## src/rtl/ram2_arbiter_pkg.sv

```systemverilog
// Shared types and defaults for the RAM port2 arbiter and its helpers.
package ram2_arbiter_pkg;

    localparam int DEF_ADDR_W = 16;
    localparam int DEF_DATA_W = 32;

    typedef enum logic {
        ST_IDLE = 1'b0,
        ST_BUSY = 1'b1
    } state_t;

    localparam logic M_CPU = 1'b0;
    localparam logic M_DMA = 1'b1;

    // Internal arbiter state, exported so checkers can bind to it.
    typedef struct packed {
        state_t state;
        logic   grant;
        logic   last;
    } dbg_t;

endpackage

```

## src/rtl/ram2_arbiter_rr_arb2.sv

```systemverilog
// Combinational two-request round-robin pick; ties go to the master that
// was not served last.
module rr_arb2
    import ram2_arbiter_pkg::*;
(
    input  logic [1:0] req,
    input  logic       last,
    output logic       gnt_id,
    output logic       any
);

    always_comb begin
        any    = |req;
        gnt_id = M_CPU;
        if (&req) begin
            gnt_id = ~last;
        end else if (req[1]) begin
            gnt_id = M_DMA;
        end
    end

endmodule

```

## src/rtl/ram2_arbiter.sv

```systemverilog
// Shares RAM port2 between the CPU data master and the DMA engine, one
// transaction at a time, with a per-transaction ack watchdog.
module ram2_arbiter
    import ram2_arbiter_pkg::*;
#(
    parameter int ADDR_W  = DEF_ADDR_W,
    parameter int DATA_W  = DEF_DATA_W,
    parameter int TIMEOUT = 16,
    parameter int CNT_W   = 8
) (
    input  logic              sys_clk,
    input  logic              sys_rst,
    input  logic              cpu_stb_i,
    input  logic              cpu_we_i,
    input  logic [ADDR_W-1:0] cpu_addr_i,
    input  logic [DATA_W-1:0] cpu_data_i,
    output logic              cpu_ack_o,
    output logic              cpu_err_o,
    output logic [DATA_W-1:0] cpu_data_o,
    input  logic              dma_stb_i,
    input  logic              dma_we_i,
    input  logic [ADDR_W-1:0] dma_addr_i,
    input  logic [DATA_W-1:0] dma_data_i,
    output logic              dma_ack_o,
    output logic              dma_err_o,
    output logic [DATA_W-1:0] dma_data_o,
    output logic              ram2_stb_o,
    output logic              ram2_we_o,
    output logic [ADDR_W-1:0] ram2_addr_o,
    output logic [DATA_W-1:0] ram2_data_o,
    input  logic              ram2_ack_i,
    input  logic [DATA_W-1:0] ram2_data_i,
    output dbg_t              dbg
);

    // Handshake: a master holds stb until it sees ack or err, then drops it
    // the following cycle. RAM port2 completes a beat when ram2_stb_o and
    // ram2_ack_i are both high; an ack without ram2_stb_o is ignored.

    state_t           state;
    logic             grant;
    logic             last;
    logic [CNT_W-1:0] wd;

    logic pick_id;
    logic pick_any;

    rr_arb2 u_pick (
        .req    ({dma_stb_i, cpu_stb_i}),
        .last   (last),
        .gnt_id (pick_id),
        .any    (pick_any)
    );

    logic busy, g_stb, live, wd_hit, done_ack, done_err;

    always_comb begin
        busy     = (state == ST_BUSY);
        g_stb    = (grant == M_DMA) ? dma_stb_i : cpu_stb_i;
        live     = busy && g_stb;
        wd_hit   = (wd == CNT_W'(TIMEOUT - 1));
        done_ack = live && ram2_ack_i;
        // A late ack on the expiry cycle still counts as a completed transfer.
        done_err = live && !ram2_ack_i && wd_hit;
    end

    always_comb begin
        ram2_stb_o  = live && !done_err;
        ram2_we_o   = 1'b0;
        ram2_addr_o = '0;
        ram2_data_o = '0;
        if (live) begin
            ram2_we_o   = (grant == M_DMA) ? dma_we_i   : cpu_we_i;
            ram2_addr_o = (grant == M_DMA) ? dma_addr_i : cpu_addr_i;
            ram2_data_o = (grant == M_DMA) ? dma_data_i : cpu_data_i;
        end
    end

    always_comb begin
        cpu_ack_o  = done_ack && (grant == M_CPU);
        cpu_err_o  = done_err && (grant == M_CPU);
        cpu_data_o = cpu_ack_o ? ram2_data_i : '0;
        dma_ack_o  = done_ack && (grant == M_DMA);
        dma_err_o  = done_err && (grant == M_DMA);
        dma_data_o = dma_ack_o ? ram2_data_i : '0;
    end

    // Every exit from BUSY (ack, timeout, abort) clears wd, so it never wraps.
    always_ff @(posedge sys_clk or negedge sys_rst) begin
        if (!sys_rst) begin
            state <= ST_IDLE;
            grant <= M_CPU;
            last  <= M_DMA;
            wd    <= '0;
        end else begin
            case (state)
                ST_IDLE: begin
                    wd <= '0;
                    if (pick_any) begin
                        grant <= pick_id;
                        state <= ST_BUSY;
                    end
                end
                ST_BUSY: begin
                    if (!g_stb || ram2_ack_i || wd_hit) begin
                        state <= ST_IDLE;
                        last  <= grant;
                        wd    <= '0;
                    end else begin
                        wd <= wd + CNT_W'(1);
                    end
                end
                default: state <= ST_IDLE;
            endcase
        end
    end

    assign dbg = '{state: state, grant: grant, last: last};

endmodule

```

## config.mk

```make
export PLATFORM = sky130hd
export DESIGN_NAME = ram2_arbiter
export DESIGN_NICKNAME = d
export VERILOG_FILES = /design/src/rtl/ram2_arbiter_pkg.sv /design/src/rtl/ram2_arbiter_rr_arb2.sv /design/src/rtl/ram2_arbiter.sv
export SDC_FILE = /design/constraint.sdc
export NUM_CORES = 1
export LEC_CHECK = 0
export ABC_AREA = 1
export CORE_AREA = 2 2 98 100
export CTS_BUF_LIST = sky130_fd_sc_hd__clkbuf_2 sky130_fd_sc_hd__clkbuf_4 sky130_fd_sc_hd__clkbuf_8
export CTS_CLUSTER_SIZE = 30
export DETAILED_ROUTE_END_ITERATION = 6
export DIE_AREA = 0 0 100 102
export HOLD_SLACK_MARGIN = 0.08
export PLACE_DENSITY = 0.68
export SYNTH_ARGS = -nofsm -noshare
export SYNTH_HDL_FRONTEND = slang
export SYNTH_SLANG_ARGS = --single-unit
```

## constraint.sdc

```tcl
create_clock -name sys_clk -period 2.4 [get_ports sys_clk]
set_input_delay 0.36 -clock sys_clk [delete_from_list [all_inputs] [get_ports sys_clk]]
set_output_delay 0.36 -clock sys_clk [all_outputs]
set_load 0.1 [all_outputs]
```

==> summary.md <==
| Metric | Value |
|---|---|
| Outcome | `completed` |
| Top-count cell post-synth | `nand2_1` |
| CORE AREA | `9110 um2` |
| Die Span Y | `102 um` |
| Largest net degree at the start of global routing | `34` |
| Data required, critical path | `2.04 ns` |
| Setup Crit Path Kind | `flip-flop to output pin` |
| Tot Pwr | `7.00 mW` |
| CTS tree | `built` |
| Fin nets | `729` |
| Layout cells sized above 1 | `41.9%` |
| Ys async rst share | `100%` |
| Synth top area share | `24.5%` |
| Syn Nets | `480` |
| Area Growth Syn to Fin | `264%` |
| Placer Congestion | `0.892` |
| CTS max path bufs | `2` |
| Yosys warns | `0` |
| CP arrival | `1.92 ns` |
| Detail-routed via count per cell | `4.37` |
| CTS H-tree lvls | `1` |
| Max_slew headroom | `67.9%` |
| Post-CTS Hold Fix Bufs | `0` |
| Overflow after GRT | `0` |
| Clk sink count | `11` |
| First-pass DRT Iterations | `6` |
| Syn_area_per_cell | `5.04 um2` |
| Placed inst area | `6200 um2` |
| Final Instance Area | `6310 um2` |
| Leak pwr | `2.56 nW` |
| Tightest Pin Transition | `0.480 ns` |
| Die Wd | `100 um` |
| Period utilisation layout | `94.9%` |
| Setup TNS | `0 ns` |
| Vias in the first global route | `3002` |
| Synth area leaders | `nand2_1 (24%), nor2_1 (18%), a21oi_1 (14%)` |
| Max-Cap Viols | `0` |
| DP Cell Count | `697` |
| # diodes | `0` |
| Post-DP HPWL | `9690 um` |
| Starting Density | `19.0%` |
| Sequential fraction of the synthesis area | `16.0%` |
| Pwr Density | `1110 nW/um2` |
| Clock skew | `0.00465 ns` |
| Crit path max fanout | `33` |
| Wirelength per Cell | `15.7 um` |
| Non-filler cells, final | `703` |
| Post-Synthesis Cells | `344` |
| Cell row count | `35` |
| Peak supply drop | `0.728 mV` |
| FF+latch count, synth | `11` |
| Routed WL | `11000 um` |
| Minimum clock period | `2.28 ns` |
| Yosys cell types | `21` |
| Clock root buffer master | `clkbuf_8` |
| Post-synth top cells | `nand2_1 (113), nor2_1 (83), a21oi_1 (50), inv_1 (41)` |
| First DRT Iteration DRCs | `80` |
| # DRC | `0` |
| RSZ-0062 raised after global routing | `true` |
| Antenna violations before repair | `0` |
| Final setup violation count | `0` |
| IO Pins | `256` |
| Fillers | `673` |
| Slew Limit Fails | `0` |
| PortBufs | `255` |
| Routed vias | `3071` |
| CP endpoint kind | `output pin` |
| Global-route wire length before repair | `16100 um` |
| Final count of hold timing violations | `0` |
| Gr usage total | `20.3%` |
| Min-delay worst type | `input port to flip-flop` |
| Post-synth top flop | `dfrtp_1` |
| CTS Buf Count | `3` |
| Synth area leader | `nand2_1` |
| Mapped Area | `1730 um2` |
| Fmax | `439 MHz` |
| Detail Route Antenna Nets | `0` |
| CP startpoint kind | `flip-flop` |
| Clock Latency Late Sink | `0.24 ns` |
| Die footprint | `10200 um2` |
| Post-synth EDFFs | `0` |
| Clock-pin slew of the registers on the worst-case setup and hold paths | `0.05 ns` |
==> placed cells by master (no fill, tap or decap), types with 3 or more instances in the layout <==
| master | n |
|---|---|
| a21oi_1 | 17 |
| a21oi_2 | 33 |
| buf_12 | 121 |
| buf_4 | 12 |
| clkbuf_8 | 3 |
| clkdlybuf4s50_1 | 132 |
| dfrtp_1 | 9 |
| inv_1 | 41 |
| nand2_1 | 112 |
| nand3_1 | 6 |
| nor2_1 | 17 |
| nor2_4 | 64 |
==> metrics by stage <==
step	utilization [%]	hold WS, ns	setup slack, ns
floorplan	-	0.0644	-0.456
global placement	68.1	0.448	0.0926
detailed placement	68.1	0.467	0.0491
CTS	68.6	0.455	0.0365
global route	69.3	0.438	-0.00990
finish	69.3	0.427	0.122
==> state kept, by name, summed over array words and instances, names as in the netlist <==
signal,cells
busy,1
wd,8
grant,1
last,1
==> critical path, cell delays in order, from the launching register on <==
cell and delay (ns):
dfrtp_2 0.48, inv_8 0.20, nand2_4 0.08, nand3_4 0.12, buf_4 0.43, a21oi_1 0.15, buf_12 0.20
==> layer usage <==
layer,GRT usage (%),wire length [um],vias up
met1,21.3,3740,1367
met5,0,0,-
met4,5.69,211,0
met2,39.7,6070,164
met3,5.54,993,11
li1,-,-,1529
==> cell families after synthesis <==
family | after synthesis | synth area share, %
DFF | 11 | 16.0
xor gates and xnor gates | 4 | 2.02
adders and majority gates | 1 | 0.722
buffers and inverters | 69 | 18.4
and+or+nand+nor | 208 | 48.2
AOI/OAI and AO/OA | 51 | 14.7
==> timing repair <==
| action | 4_1_cts | 5_1_grt |
|---|---|---|
| resized for setup | 0 | 7 |
| setup endpoints to repair | 0 | 45 |
| setup buffers | 0 | 1 |
==> path summary, 6_finish.rpt <==
path                            startpoint  depth (start not counted)  slack, ns               to
worst max-delay path                 grant                          6       0.12  ram2_data_o[30]
worst min-delay path             dma_stb_i                          3       0.43            grant
worst max register to register       grant                          7       0.82            wd[6]
worst min register to register       wd[0]                          1       0.47            wd[0]
max in group asynchronous          sys_rst                          1       1.60            grant
min in group asynchronous          sys_rst                          1       0.44            wd[7]
==> where the power goes <==
part	internal, mW	switching, mW
Sequential	0.223	0.0561
Clock	0.128	0.0708
Combinational	2.08	4.45
Total	2.43	4.57
==> layout make-up <==
| class | count | area, um2 | share of cell area, % |
|---|---|---|---|
| Multi-Input combinational cell | 264 | 1750 | 27.8 |
| Clock buffer | 4 | 48.8 | 0.774 |
| Sequential cell | 11 | 278 | 4.40 |
| Tap cell | 111 | 139 | 2.20 |
| Timing Repair Buffer | 269 | 3910 | 62.0 |
| Inverter | 44 | 178 | 2.82 |
(Power assumes the default switching activity.)
